==> config.mk <==
export PLATFORM = sky130hd
export DESIGN_NAME = qdec_input_filter
export DESIGN_NICKNAME = d
export VERILOG_FILES = /design/src/rtl/qdec_input_filter_pkg.sv /design/src/rtl/qdec_glitch_filter.sv /design/src/rtl/qdec_input_filter.sv
export SDC_FILE = /design/constraint.sdc
export NUM_CORES = 1
export LEC_CHECK = 0
export ABC_CLOCK_PERIOD_IN_PS = 2100
export CORE_MARGIN = 4
export CORE_UTILIZATION = 56
export CTS_BUF_LIST = sky130_fd_sc_hd__clkbuf_8
export DETAILED_ROUTE_END_ITERATION = 16
export PLACE_DENSITY = 0.81
export SLEW_MARGIN = 30
export SYNTH_ARGS = -nofsm -noshare
export SYNTH_HDL_FRONTEND = slang
export SYNTH_SLANG_ARGS = --single-unit
==> constraint.sdc <==
create_clock -name sys_clock -period 2.1 [get_ports sys_clock]
set_clock_uncertainty 0.1 [all_clocks]
set_input_delay 0.42 -clock sys_clock [delete_from_list [all_inputs] [get_ports sys_clock]]
set_output_delay 0.42 -clock sys_clock [all_outputs]
set_load 0.02 [all_outputs]
==> src/rtl/qdec_input_filter_pkg.sv <==
// rtl/qdec_input_filter_pkg.sv - shared FSM encoding, direction codes and quadrature transition table
package qdec_input_filter_pkg;

    typedef enum logic {
        QDEC_ACQ = 1'b0,
        QDEC_RUN = 1'b1
    } qdec_state_e;

    localparam logic DIR_FWD = 1'b1;
    localparam logic DIR_REV = 1'b0;

    // Forward successor of each {A,B} state, indexed by 2*AB:
    // 00->10, 01->00, 10->11, 11->01
    localparam logic [7:0] FWD_NEXT_TABLE = 8'b01_11_00_10;

    function automatic logic [1:0] fwd_next(input logic [1:0] ab);
        return FWD_NEXT_TABLE[{ab, 1'b0} +: 2];
    endfunction

endpackage

==> src/rtl/qdec_glitch_filter.sv <==
// rtl/qdec_glitch_filter.sv - one-channel pin synchroniser with stability-count glitch filter
module qdec_glitch_filter
    import qdec_input_filter_pkg::*;
#(
    parameter int SYNC_STAGES = 2,
    parameter int FILT_BITS   = 8
) (
    input  logic                 clk_i,
    input  logic                 clr_i,
    input  logic                 pin_i,
    input  logic [FILT_BITS-1:0] filt_len_i,
    output logic                 filt_o,
    output logic                 loaded_o
);

    logic [SYNC_STAGES-1:0] sync_q;
    // Valid marker travelling alongside the pin so the cleared chain contents are never acquired
    logic [SYNC_STAGES-1:0] prime_q;
    logic                   lvl_q, lvl_d;
    logic                   f_q, f_d;
    logic                   loaded_q, loaded_d;
    logic [FILT_BITS-1:0]   cnt_q, cnt_d;

    logic s;
    logic s_next;
    logic s_valid;

    assign s       = sync_q[SYNC_STAGES-1];
    assign s_next  = sync_q[SYNC_STAGES-2];
    assign s_valid = prime_q[SYNC_STAGES-1];

    // Acquisition waits for a stable level to load; afterwards changes must persist filt_len+1 cycles
    always_comb begin
        f_d      = f_q;
        cnt_d    = cnt_q;
        lvl_d    = lvl_q;
        loaded_d = loaded_q;
        if (!loaded_q) begin
            if (!s_valid) begin
                lvl_d = s_next;
                cnt_d = '0;
            end else if (s != lvl_q) begin
                lvl_d = s;
                cnt_d = '0;
            end else if (cnt_q == filt_len_i) begin
                f_d      = s;
                loaded_d = 1'b1;
                cnt_d    = '0;
            end else begin
                cnt_d = cnt_q + FILT_BITS'(1);
            end
        end else begin
            if (s == f_q) begin
                cnt_d = '0;
            end else if (cnt_q == filt_len_i) begin
                f_d   = s;
                cnt_d = '0;
            end else begin
                cnt_d = cnt_q + FILT_BITS'(1);
            end
        end
    end

    // Synchroniser chain and filter state; clear covers both reset and disable
    always_ff @(posedge clk_i) begin
        if (clr_i) begin
            sync_q   <= '0;
            prime_q  <= '0;
            lvl_q    <= 1'b0;
            f_q      <= 1'b0;
            loaded_q <= 1'b0;
            cnt_q    <= '0;
        end else begin
            sync_q   <= {sync_q[SYNC_STAGES-2:0], pin_i};
            prime_q  <= {prime_q[SYNC_STAGES-2:0], 1'b1};
            lvl_q    <= lvl_d;
            f_q      <= f_d;
            loaded_q <= loaded_d;
            cnt_q    <= cnt_d;
        end
    end

    assign filt_o   = f_q;
    assign loaded_o = loaded_q;

endmodule

==> src/rtl/qdec_input_filter.sv <==
// rtl/qdec_input_filter.sv - quadrature front end: filtered pins, step/dir decode, error counter
module qdec_input_filter
    import qdec_input_filter_pkg::*;
#(
    parameter int SYNC_STAGES = 2,
    parameter int FILT_BITS   = 8,
    parameter int ERR_BITS    = 8
) (
    input  logic                 sys_clock,
    input  logic                 reset,
    input  logic                 enable,
    input  logic [FILT_BITS-1:0] filt_len,
    input  logic                 err_clr,
    input  logic                 PLUS_A,
    input  logic                 PLUS_B,
    output logic                 a_filt,
    output logic                 b_filt,
    output logic                 locked,
    output logic                 step,
    output logic                 dir,
    output logic                 quad_err,
    output logic [ERR_BITS-1:0]  err_cnt
);

    logic clr;
    logic a_loaded;
    logic b_loaded;
    logic [1:0] cur_ab;

    qdec_state_e         state_q, state_d;
    logic [1:0]          prev_q;
    logic                step_q, step_d;
    logic                dir_q, dir_d;
    logic                quad_err_q, quad_err_d;
    logic                locked_q;
    logic [ERR_BITS-1:0] err_cnt_q, err_cnt_d;

    assign clr    = reset | ~enable;
    assign cur_ab = {a_filt, b_filt};

    qdec_glitch_filter #(
        .SYNC_STAGES(SYNC_STAGES),
        .FILT_BITS  (FILT_BITS)
    ) u_filt_a (
        .clk_i     (sys_clock),
        .clr_i     (clr),
        .pin_i     (PLUS_A),
        .filt_len_i(filt_len),
        .filt_o    (a_filt),
        .loaded_o  (a_loaded)
    );

    qdec_glitch_filter #(
        .SYNC_STAGES(SYNC_STAGES),
        .FILT_BITS  (FILT_BITS)
    ) u_filt_b (
        .clk_i     (sys_clock),
        .clr_i     (clr),
        .pin_i     (PLUS_B),
        .filt_o    (b_filt),
        .filt_len_i(filt_len),
        .loaded_o  (b_loaded)
    );

    // Next state and decode: acquire both levels silently, then classify each filtered change
    always_comb begin
        state_d    = state_q;
        step_d     = 1'b0;
        quad_err_d = 1'b0;
        dir_d      = dir_q;
        case (state_q)
            QDEC_ACQ: begin
                if (a_loaded && b_loaded) begin
                    state_d = QDEC_RUN;
                end
            end
            QDEC_RUN: begin
                if (cur_ab != prev_q) begin
                    if (cur_ab == fwd_next(prev_q)) begin
                        step_d = 1'b1;
                        dir_d  = DIR_FWD;
                    end else if (prev_q == fwd_next(cur_ab)) begin
                        step_d = 1'b1;
                        dir_d  = DIR_REV;
                    end else begin
                        quad_err_d = 1'b1;
                    end
                end
            end
            default: state_d = QDEC_ACQ;
        endcase
    end

    // Error counter: clear beats a coinciding error pulse, otherwise saturate at all-ones
    always_comb begin
        err_cnt_d = err_cnt_q;
        if (err_clr) begin
            err_cnt_d = '0;
        end else if (quad_err_q && (err_cnt_q != {ERR_BITS{1'b1}})) begin
            err_cnt_d = err_cnt_q + ERR_BITS'(1);
        end
    end

    // FSM, previous-level register and registered event outputs; disable behaves like reset here
    always_ff @(posedge sys_clock) begin
        if (clr) begin
            state_q    <= QDEC_ACQ;
            prev_q     <= 2'b00;
            step_q     <= 1'b0;
            dir_q      <= 1'b0;
            quad_err_q <= 1'b0;
            locked_q   <= 1'b0;
        end else begin
            state_q    <= state_d;
            prev_q     <= cur_ab;
            step_q     <= step_d;
            dir_q      <= dir_d;
            quad_err_q <= quad_err_d;
            locked_q   <= (state_q == QDEC_RUN);
        end
    end

    // Error count survives disable; only reset clears it
    always_ff @(posedge sys_clock) begin
        if (reset) begin
            err_cnt_q <= '0;
        end else begin
            err_cnt_q <= err_cnt_d;
        end
    end

    assign locked   = locked_q;
    assign step     = step_q;
    assign dir      = dir_q;
    assign quad_err = quad_err_q;
    assign err_cnt  = err_cnt_q;

endmodule

---- Yosys cells after proc, flatten, opt, wreduce, memory -nomap -nowiden ----
Cells that the tools add are included.
W data, S select, Z words.
word-level totals
  register bits after elaboration ......... 45
  input bits .............................. 14
  output and inout bits ................... 14
  logic and storage cells ................. 102
operators by class
  add/sub/neg operators ................... 3
  eq/ne operators ......................... 16
  shift operators ......................... 2
  multiplexer cells ....................... 41
  bitwise logic cells ..................... 6
  reduce and logical (&&, ||, !) cells .... 13
operators by type and width
  kind                      count
  $mux W8                   10
  $mux W1                   31
  $add A8 B1 Y8 const B     3
  $eq A8 B8 Y1              2
  $shiftx A8 B4 Y2 const A  2
  $reduce_and A3 Y1         3
  $ne A2 B2 Y1 const B      4
  $ne A8 B8 Y1 const B      1
  $reduce_bool A2 Y1        3
  $not A1 Y1                5
  $eq A2 B2 Y1              2
  $ne A2 B1 Y1 const B      2
  $reduce_and A2 Y1         2
  $reduce_or A4 Y1          1
  $reduce_or A3 Y1          1
  $eq A1 B1 Y1              2
  $logic_and A1 B1 Y1       2
  $ne A1 B1 Y1              2
  $ne A2 B2 Y1              1
  $reduce_or A2 Y1          1
  $or A1 B1 Y1              1

---- Longest topological paths before layout ----
Gate-level depths: netlist (run 1).
  depth in word-level cells ............... 5
  gate-level depth with buffers ........... 5
  mapped depth without buffers ............ 5

---- Modules after synthesis ----
From an unflattened synthesis (run 1), not the netlist that was laid out.
second synthesis, totals
  cells, all modules ...................... 204
  area, all modules ....................... 2,073.2 um^2
by module, submodules not included
  module              instances  cells an instance  area an instance (um^2)  seq. area each (um^2)
  qdec_glitch_filter  2          68                 714.4                    300.3
  qdec_input_filter   1          68                 644.4                    300.3

---- Worst setup path after synthesis (run 1) ----
No wires, ideal clock.
  kind .................................... register to register
  start ................................... register err_cnt_q[0], in the netlist err_cnt[0]
  end ..................................... register err_cnt_q[1], in the netlist err_cnt[1]
  setup time .............................. 126 ps
  arrival ................................. 1,405 ps
  required time ........................... 1,874 ps
  slack ................................... 469 ps
  stages on the path, launching flop included .. 6
  path buffers ............................ 0
  period minus slack after synthesis ...... 1,631 ps
  path through ............................ dfxtp_1 > ha_1 > nand2_1 > o31ai_1 > mux2i_1 > nor2_1
on the way
  cells in the longest elaborated chain, start to end .. 2
  elaborated cells between the ends (all ways) .. 3
  classes of those cells .................. add/sub: 1; eq/ne: 1; reduce/logical: 1
ends and longest elaborated chain
  what                                                   line                      RTL
  start, declared                                        qdec_input_filter.sv:36   logic [ERR_BITS-1:0] err_cnt_q, err_cnt_d;
  start signal, assigned                                 qdec_input_filter.sv:128  err_cnt_q <= err_cnt_d;
  branches (longest 2 deep; another with $add A8 B1 Y8)  -
Several ways; the timed one is not identified.
A chain may end at the register's enable or synchronous reset.

---- Final worst setup path (run 1) ----
  start ................................... register u_filt_b.f_q, in the netlist u_filt_b.filt_o
  end ..................................... output port b_filt
RTL lines
  what                    line                      RTL
  start, declared         qdec_glitch_filter.sv:20  logic f_q, f_d;
  start signal, assigned  qdec_glitch_filter.sv:70  f_q <= 1'b0;
  start signal, assigned  qdec_glitch_filter.sv:77  f_q <= f_d;
  end, declared           qdec_input_filter.sv:17   output logic b_filt,
No word-level cell between the ends.

==> results.ini, run 1 <==
[outcome]
status = finished clean

[critical_path]
cp-end-kind = primary output
worst-path-max-fanout = 6
cp_slowest_stage_delay_ns = 0.66
cp_cell_sequence = clkdlybuf4s50_1
critPathSlowestCell = clkdlybuf4s50_1
start_kind = flop
crit_required_ns = 1.58
crit_buf_inv = 1
crit_type = reg2out
path_delay_family = buffers and inverters
cp.arrival_ns = 1.41

[clock_tree]
post_cts_resized = 0
cts_buffer_depth = 2
cts_sinks = 43
cts_tree = built
post_cts_buffers = 0
cts.clk_slew.worst_paths_ns = 0.08
cts_max_level = 2
cts-root-buf = clkbuf_8
numCtsBuffers = 5
worst_skew_pair.late_latency_ns = 0.29
hold_buffers = 0

[timing]
rsz0062_at_grt = false
hold_viol_final = 0
timing.fmax_ghz = 0.519
slew_violations = 0
setup_viol = 0
fin_crit_ns = 1.93
fin_tns_setup_ns = 0
tightest_slew_ns = 0.422
relSlewSlack_pct = 71.6
finalCritPeriodShare_pct = 91.7

[grt]
grt_pass1_wl_um = 6230
grt_overflow = 0
grt_max_degree = 21
grt_usage_pct = 17.9
grt_antenna_before_repair = 0
grt_pass1_vias = 1421

[layout]
area_growth_pct = 20.4
antenna_cells_inserted = 0
layout-drive-gt1-share_pct = 11.9
post-route-util_pct = 71.9
fill_cells = 269
final-seq-area_sq_um = 861
nets = 260
multi_input_area_sq_um = 1140

[detailed_routing]
num_vias = 1500
wl_per_cell_um = 12.3
antenna_left = 0
drt_iter0_drc = 42
drc = 0
routed_wl_um = 3570
vias_per_cell = 5.19
dr.pass1.iters = 5

[synth]
synth_top_cell_area_share_pct = 41.9
synth_seq_area_share_pct = 41.9
ys_ff_latch = 43
ys_top_cells_by_area = dfxtp_1, xnor2_1, nor3_2
ys_warn_count = 0
synth_area_leader_cell = dfxtp_1
syn_area_sq_um = 2060
syn_inst = 212
syn_nets = 229
synth_cell_types = 32
syn_avg_cell_area_sq_um = 9.70

[pwr]
total_power_mw = 1.52
p_leak_nw = 0.817
ir_worst_vdd_uv = 457
powerDensity_nw_per_um2 = 613

[floorplan]
ios = 28
die_w_um = 68.6
rows = 21
start_util_pct = 59.7
die_area_sq_um = 4700
dieHeight_um = 68.6
core_area_sq_um = 3440

[job]
drv_cap = 0

[placed_design]
place.gp.congestion = 0.788
io_buffers = 27
dpl.hpwl_um = 2650

[hold_path]
min_path_type = reg2reg

-- sequential cells by signal, indices dropped and copies added, names as in the netlist, 2 cells and up --
signal and cells:
err_cnt 8, u_filt_a.cnt_q 8, u_filt_b.cnt_q 8, prev_q 2
u_filt_a.sync_q 2, u_filt_b.sync_q 2
-- routing by layer --
metal	track usage [%]	vias up	part of all wire (%)
met5	0	-	0
met4	10.4	0	2.8
met3	4.86	9	5.8
met2	30.0	39	46
met1	20.3	660	45
li1	-	792	-
-- logic make-up after synthesis --
group	share of synthesized area, %
compound gates	7.67
xor+xnor	16.6
fa+ha+maj	1.83
buf+inv	2.74
flops	41.9
mux	2.98
simple gates	26.3
-- synth_stat cells --
| library cell | instances |
|---|---|
| nor2_1 | 14 |
| buf_6 | 1 |
| inv_1 | 8 |
| o21ai_0 | 2 |
| a32o_1 | 2 |
| or3b_1 | 2 |
| a21oi_1 | 9 |
| a31oi_1 | 1 |
| nand2b_1 | 3 |
| and4_1 | 1 |
| clkbuf_1 | 4 |
| dfxtp_1 | 43 |
| nand3b_1 | 2 |
| nand2_1 | 12 |
| mux2i_1 | 5 |
| o21bai_4 | 2 |
| nor3_1 | 6 |
| nor2b_1 | 1 |
| or2_2 | 1 |
| and2_1 | 6 |
| nand4_1 | 6 |
| nor3_2 | 16 |
| and3_1 | 4 |
| o21a_1 | 2 |
| o31ai_1 | 2 |
| mux2_1 | 1 |
| ha_1 | 3 |
| xor2_1 | 11 |
| nand4_2 | 2 |
| xnor2_1 | 28 |
| nand3_1 | 11 |
| a311oi_1 | 1 |
-- where the power goes --
part,switching (mW),internal (mW)
clock network,0.262,0.344
registers,0.00436,0.820
logic,0.0425,0.0456
total,0.309,1.21
-- worst paths after layout --
check,from,to,slack (ns),cells after the start
max reg2reg,u_filt_b.prime_q[1],u_filt_a.cnt_q[7],0.43,4
min,u_filt_a.prime_q[0],u_filt_b.prime_q[1],0.33,1
min reg2reg,u_filt_a.prime_q[0],u_filt_b.prime_q[1],0.33,1
max,u_filt_b.filt_o,b_filt,0.17,1
-- cell type report --
class | instances | share of cell area [%]
Timing Repair Buffer | 29 | 11.5
Multi-Input combinational cell | 156 | 46.0
Sequential cell | 43 | 34.8
Clock buffer | 5 | 2.78
Inverter | 8 | 1.21
Tap cell | 46 | 2.33
Clock inverter | 2 | 1.37
-- through the flow --
stage               hold WS, ns  area, sq um  cells  setup WS [ns]
CTS                       0.331         2470    289          0.144
finish                    0.329         2470    289          0.173
global route              0.358         2470    289          0.125
detailed placement        0.312         2370    282          0.154
global placement          0.309         2370    282          0.122
floorplan                 0.306         2060    212          0.469
-- layout by cell type (no fill, tap or decap), types with 6 or more instances in the layout --
cell type        instances
dfxtp_1                 43
nand3_1                 11
xor2_1                  11
and2_1                   6
inv_1                    9
xnor2_1                 28
a21oi_1                  9
nor3_1                   6
nor2_1                  14
clkdlybuf4s50_1         27
nor3_2                  16
nand4_1                  6
nand2_1                 12
No activity file was read; power rests on OpenSTA's default activity.
==> inputs of run 2 (changes only) <==
Settings changed: CAP_MARGIN set to 20, CELL_PAD_IN_SITES_DETAIL_PLACEMENT set to 1, CELL_PAD_IN_SITES_GLOBAL_PLACEMENT set to 2, CORE_UTILIZATION 56 to 35, PLACE_DENSITY 0.81 to not set, PLACE_DENSITY_LB_ADDON set to 0.1.
==> run 2 against run 1 <==
Compared with the run above:
- cell count grew 9.7%
- clock power grew 6.8%
- non-clock buffer count grew 1
- largest cell class unchanged
- die area grew 52%
- register-to-register slack lost 0.02 ns
- via count grew 4.2%
- critical path depth is the same
- first-iteration DRC count shrank 19%
- wire length grew 26%
- sequential cell count is the same
- highest routed layer unchanged
- hold slack gained 0.024 ns
==> results.ini, run 2 (same netlist as run 1, synthesis figures left out) <==
[outcome]
status = finished clean

[timing]
relSlewSlack_pct = 72.3  ; +0.63 points
fin_tns_setup_ns = 0  ; unchanged
setup_viol = 0  ; unchanged
finalCritPeriodShare_pct = 91.4  ; -0.30 points
slew_violations = 0  ; unchanged
timing.fmax_ghz = 0.521  ; +0.33%
fin_crit_ns = 1.92  ; -0.00635 ns
rsz0062_at_grt = false
hold_viol_final = 0  ; unchanged
tightest_slew_ns = 0.412  ; -0.00935 ns
fin_ws_ns = 0.180  ; +0.00635 ns

[placed_design]
dpl.hpwl_um = 3550  ; +34%
place.gp.congestion = 0.751  ; -4.7%
place_ws_ns = 0.0456  ; -0.108 ns
io_buffers = 27  ; unchanged

[detailed_routing]
vias_per_cell = 4.93  ; -5.0%
num_vias = 1563  ; +4.2%
dr.pass1.iters = 4  ; -1
wl_per_cell_um = 14.2  ; +15%
drt_iter0_drc = 34  ; -19%
met1_length_um = 1900  ; +18%
wl_met2_um = 2360  ; +43%
routed_wl_um = 4490  ; +26%
drc = 0  ; unchanged
wl_met3_um = 188  ; -8.7%
antenna_left = 0  ; unchanged
highest_layer = met4

[pwr]
switching_share_pct = 21.9  ; +1.5 points
seq_power_share_pct = 52.8  ; -1.5 points
internal_power_mw = 1.22  ; +0.87%
powerDensity_nw_per_um2 = 618  ; +0.80%
clkPwrFrac_pct = 41.4  ; +1.5 points
ir_worst_vdd_uv = 239  ; -48%
combPwrFrac_pct = 5.8  ; about the same
power_switching_mw = 0.341  ; +11%
p_leak_nw = 0.825  ; +1.0%

[floorplan]
start_util_pct = 36.7  ; -23 points
ios = 28  ; unchanged
rows = 27  ; +29%
die_w_um = 84.6  ; +23%
die_area_sq_um = 7160  ; +52%
dieHeight_um = 84.6  ; +23%
core_area_sq_um = 5610  ; +63%

[layout]
layout_commonest_cell = dfxtp_1
layout-drive-gt1-share_pct = 13.1  ; +1.1 points
final_cell_mix = dfxtp_1, xnor2_1, clkdlybuf4s50_1, nor3_2, nor2_1
nets = 261  ; +0.38%
area_growth_pct = 22.8
fill_cells = 659  ; +140%
antenna_cells_inserted = 0  ; unchanged

[critical_path]
critPathSlowestCell = clkdlybuf4s50_1
cp.arrival_ns = 1.40  ; about the same
start_kind = flop
crit_required_ns = 1.58  ; about the same
crit_start = u_filt_a.filt_o
cp_cell_sequence = clkdlybuf4s50_1
cp-end-kind = primary output
crit_buf_inv = 1  ; unchanged
r2r_start = u_filt_b.prime_q[1]
reg2reg_setup_slack_ns = 0.41  ; -0.02 ns
path_delay_family = buffers and inverters
crit_type = reg2out
cp_slowest_stage_delay_ns = 0.65  ; about the same
worst-path-max-fanout = 6  ; unchanged

[grt]
grt_usage_pct = 13.6  ; -4.3 points
grt_max_degree = 21  ; unchanged
grt_overflow = 0  ; unchanged
grt_pass1_wl_um = 7980  ; +28%
grt_antenna_before_repair = 0  ; unchanged
grt_pass1_vias = 1673  ; +18%

[hold_path]
hold_path.startpoint = u_filt_a.prime_q[0]
min_path_type = reg2reg

[job]
drv_cap = 0  ; unchanged

[clock_tree]
cts_tree = built
post_cts_resized = 0  ; unchanged
cts.clk_slew.worst_paths_ns = 0.08  ; about the same
cts_max_level = 2  ; unchanged
numCtsBuffers = 5  ; unchanged
cts_sinks = 43  ; unchanged
cts-root-buf = clkbuf_8
cts_buffer_depth = 2  ; unchanged
worst_skew_pair.late_latency_ns = 0.29  ; about the same
hold_buffers = 0  ; unchanged
post_cts_buffers = 0  ; unchanged

## run 2: cell count changes in the layout (fill, tap and decap cells not counted), sizes merged
cell	before	now
buf	2	3
clkinv	0	2
inv	9	8
## run 2: power groups by stage
stage	clock [mW]	sequential (mW)	combinational (mW)
6_report	0.646	0.824	0.0904
5_1_grt	0.709	0.825	0.0988
4_1_cts	0.678	0.824	0.0925
3_5_place_dp	0	0.843	0.0919
3_3_place_gp	0	0.843	0.0895
2_1_floorplan	0	0.842	0.0522
## run 2: path summary, 6_finish.rpt
kind,end,cells past startpoint
max,a_filt,1
min,u_filt_b.prime_q[1],1
max reg2reg,u_filt_b.filt_o,4
min reg2reg,u_filt_b.prime_q[1],1
## run 2: per-layer routing
layer	GRT usage, %	vias to the layer above
met3	3.73	6
met1	15.9	748
met2	24.8	24
met4	3.02	0
li1	-	785
met5	0	-
## run 2: through the flow
stage | hold WS, ns | utilization [%] | cell area [sq um] | power [mW] | cells
2_1_floorplan | 0.306 | - | 2060 | 0.894 | 212
3_3_place_gp | 0.317 | 43.0 | 2410 | 0.933 | 309
3_5_place_dp | 0.336 | 43.0 | 2410 | 0.935 | 309
4_1_cts | 0.364 | 45.0 | 2520 | 1.59 | 317
5_1_grt | 0.389 | 45.0 | 2520 | 1.63 | 317
6_report | 0.353 | 45.0 | 2520 | 1.56 | 317
## run 2: cell type report
type / count / area (sq um) / area share (%)
Tap cell: 72 / 90.1 / 3.57
Clock inverter: 3 / 43.8 / 1.73
Timing Repair Buffer: 30 / 293 / 11.6
Sequential cell: 43 / 861 / 34.1
Inverter: 8 / 30.0 / 1.19
Clock buffer: 5 / 68.8 / 2.73
Multi-Input combinational cell: 156 / 1140 / 45.1
==> inputs of run 3 (changes only) <==
Settings changed: HOLD_SLACK_MARGIN set to 0.12.
==> results of run 3 <==
The final DEF is identical to that of run 2; final timing and power are the same.
==> edit 1: new RTL, flow settings as in run 1 <==
`SYNC_STAGES` is set to 2 in 2 places; all go to 4.
--- a/src/rtl/qdec_glitch_filter.sv
+++ b/src/rtl/qdec_glitch_filter.sv
@@ -4,3 +4,3 @@
 #(
-    parameter int SYNC_STAGES = 2,
+    parameter int SYNC_STAGES = 4,
     parameter int FILT_BITS   = 8
--- a/src/rtl/qdec_input_filter.sv
+++ b/src/rtl/qdec_input_filter.sv
@@ -4,3 +4,3 @@
 #(
-    parameter int SYNC_STAGES = 2,
+    parameter int SYNC_STAGES = 4,
     parameter int FILT_BITS   = 8,
Behaviour: not the same (Yosys sat finds a counterexample within 4 cycles, from zero or initial values).
==> edit 1 against run 1 <==
Sequential cell count rose by 6; clock power rose by 5.3%; worst setup slack got worse by 0.011 ns; synthesized area rose by 8.0%; cell area rose by 6.8%; sequential share of layout area rose by 2.3 points; total power rose by 8.4%; fmax fell by 0.59%; worst hold slack improved by 0.0026 ns; final cell count rose by 5.5%; routed wire length rose by 6.8%; sequential power rose by 13%; highest routed layer unchanged.
==> edit 1: results (changes against run 1) <==
| Metric | Value |
|---|---|
| Outcome | `finished clean` |
| Post-Syn Nets | `243 (+6.1%)` |
| Share of layout cells above drive strength 1 | `12.1% (+0.13 points)` |
| Pint | `1.32 mW (+9.0%)` |
| Iter 0 DRT Violations | `75 (+79%)` |
| Cells after Synth | `226 (+6.6%)` |
| Met3 routed WL | `162 um (-21%)` |
| Rel. slew slack | `73.0% (+1.3 points)` |
| WL final | `3810 um (+6.8%)` |
| Distinct cells, synth | `34 (+6.3%)` |
| Top post-synthesis cells by area | `dfxtp_1 44%, xnor2_1 12%, nor3_2 7.2%` |
| Placed cell area | `2540 sq um (+7.0%)` |
| M1 WL | `1830 um (+14%)` |
| First-pass DRT Iterations | `4 (-1)` |
| Number of global-route vias before repair | `1,512 (+6.4%)` |
| GPL Wtd Cong | `0.811 (+2.9%)` |
| Met3 usage | `4.83% (-0.033 points)` |
| Wire length per cell | `12.5 um (+1.2%)` |
| Cell area power density | `622 nW/um^2 (+1.5%)` |
| HPWL Detailed | `2890 um (+9.3%)` |
| Leading cell types by count after synthesis | `49 x dfxtp_1, 31 x xnor2_1, 17 x nor2_1` |
| Placed Cells | `298 (+5.7%)` |
| Adder-cell share of the synthesized area | `1.69% (-0.13 points)` |
| Final #Nets | `274 (+5.4%)` |
| Worst hold start | `u_filt_a.sync_q[1]` |
| Final worst path period share | `92.3% (+0.54 points)` |
| First-pass GRT wire length | `6810 um (+9.3%)` |
| Xor/xnor share of the synthesized area | `15.4% (-1.2 points)` |
## edit 1: cell types whose count changed after synthesis, moves of 2 or more
cell and change:
and2_1 +6, dfxtp_1 +6, nor2_1 +3, xnor2_1 +3
xor2_1 -3, and3_1 -2, nand2_1 +2, nand3_1 -2
nor3_1 +2
## edit 1: how the worst max path moves through the flow
stage	start	cells past startpoint	endpoint
3_5_place_dp	filt_len[7]	5	u_filt_b.cnt_q[2]
3_3_place_gp	filt_len[0]	5	u_filt_a.filt_o
2_1_floorplan	err_cnt[0]	5	err_cnt[1]
6_report	u_filt_b.filt_o	1	b_filt
4_1_cts	u_filt_b.filt_o	1	b_filt
5_1_grt	u_filt_b.filt_o	1	b_filt
## edit 1: cell type report
class / count / area share [%]
Clock buffer: 5 / 2.60
Sequential cell: 49 / 37.1
Inverter: 8 / 1.14
Clock inverter: 2 / 1.33
Multi-Input combinational cell: 164 / 44.7
Timing Repair Buffer: 29 / 10.8
Tap cell: 48 / 2.27
==> edit 2: new RTL, settings of run 1 <==
Without the edit above. Reset style: asynchronous (`reset`), changed in one clocked block.
--- a/src/rtl/qdec_input_filter.sv
+++ b/src/rtl/qdec_input_filter.sv
@@ -123,3 +123,3 @@
     // Error count survives disable; only reset clears it
-    always_ff @(posedge sys_clock) begin
+    always_ff @(posedge sys_clock or posedge reset) begin
         if (reset) begin
Behaviour: differs if reset is asserted again (counterexample within 10 cycles, from zero or initial values and one cycle with reset high); with reset held inactive, the same outputs for 10 cycles.
==> edit 2 against run 1 <==
Synthesized area shrank 3.2%; final cell count down 1.7%; sequential power is essentially flat; clock power down 21%; cell area down 3.5%; highest routed layer unchanged; worst setup slack lost 0.030 ns; synthesized cell count is 2.8% lower; routed wire length is 2.3% lower; combinational power is 17% lower; sequential cell count is the same; die area decreased by 2.9%; total power decreased by 9.4%.
==> edit 2: results (changes against run 1) <==
| Metric | Value |
|---|---|
| Outcome | `finished clean` |
| Met3 routed WL | `167 um (-19%)` |
| Asr flop ratio synth | `18.6% (+19 points)` |
| Met2 wire length | `1660 um (+0.42%)` |
| Xor/xnor share of the synthesized area | `17.6% (+0.99 points)` |
| Critical Path End | `a_filt` |
| GPL Wtd Cong | `0.774 (-1.7%)` |
| Clock Network Area Fraction | `3.35% (-0.79 points)` |
| Leakage | `0.946 nW (+16%)` |
| Sequential element share of the synthesized area | `45.3% (+3.4 points)` |
| First-pass DRT Iterations | `4 (-1)` |
| Via count | `1,475 (-1.7%)` |
| Sequential cell area | `901 sq um (+4.7%)` |
| Switching power | `290 uW (-5.9%)` |
| Met2 GRT Util | `28.8% (-1.2 points)` |
| Arrival @ worst endpoint | `1.44 ns (+0.03 ns)` |
| FILL cells | `292 (+8.6%)` |
| Reg2Reg Launch Point | `err_cnt[0]` |
| Number of global-route vias before repair | `1,394 (-1.9%)` |
| Seq cells | `43 (unchanged)` |
| Top post-synthesis cells by area | `dfxtp_1 35%, xnor2_1 12%, dfrtp_1 10%` |
| Leading cell types by count after synthesis | `35 x dfxtp_1, 31 x nor2_1, 28 x xnor2_1` |
| Distinct cells, synth | `37 (+16%)` |
| Largest net degree at the start of global routing | `13 (-38%)` |
| Post-Syn Nets | `223 (-2.6%)` |
| Reg2reg path depth | `5 (+1)` |
| Post-synthesis compound-gate area fraction | `10.9% (+3.2 points)` |
| VDD IR max | `0.453 mV (-0.87%)` |
| WL final | `3490 um (-2.3%)` |
| First-pass GRT wire length | `5960 um (-4.3%)` |
| Share of layout cells above drive strength 1 | `7.14% (-4.8 points)` |
| Area growth from synthesis to layout | `20.1%` |
| Reg2Reg Setup Slack | `0.59 ns (+0.16 ns)` |
| Met1 Usage GRT | `21.2% (+0.94 points)` |
| Bufs w/o clock | `28 (-3.4%)` |
| M1 WL | `1600 um (-0.19%)` |
| Overall routing resource usage | `17.5% (-0.44 points)` |
| Met3 usage | `4.99% (+0.13 points)` |
| Post-synthesis mux area share | `2.01% (-0.97 points)` |
| Final worst path period share | `93.1% (+1.4 points)` |
==> edit 2: cell count changes after synthesis, moves of 3 or more <==
cell	delta
o211ai_2	+3
dfrtp_1	+8
nor2_1	+17
nand2_1	-5
nor3_2	-16
nor3_1	-4
dfxtp_1	-8
nand2b_1	-3
==> edit 2: per-stage QoR <==
stage	utilization [%]	hold WS [ns]	instance area (sq um)	instances	total power, mW
detailed placement	68.1	0.316	2310	276	0.918
CTS	70.5	0.296	2390	284	1.40
global route	70.5	0.336	2390	284	1.44
floorplan	-	0.136	1990	206	0.881
finish	70.5	0.294	2390	284	1.37
global placement	68.1	0.313	2310	276	0.917
==> edit 2: power by group through the flow <==
stage	logic [mW]	registers [mW]	clock network, mW
floorplan	0.0381	0.843	0
global placement	0.0725	0.844	0
detailed placement	0.0737	0.844	0
CTS	0.0740	0.825	0.497
global route	0.0803	0.826	0.538
finish	0.0731	0.826	0.476
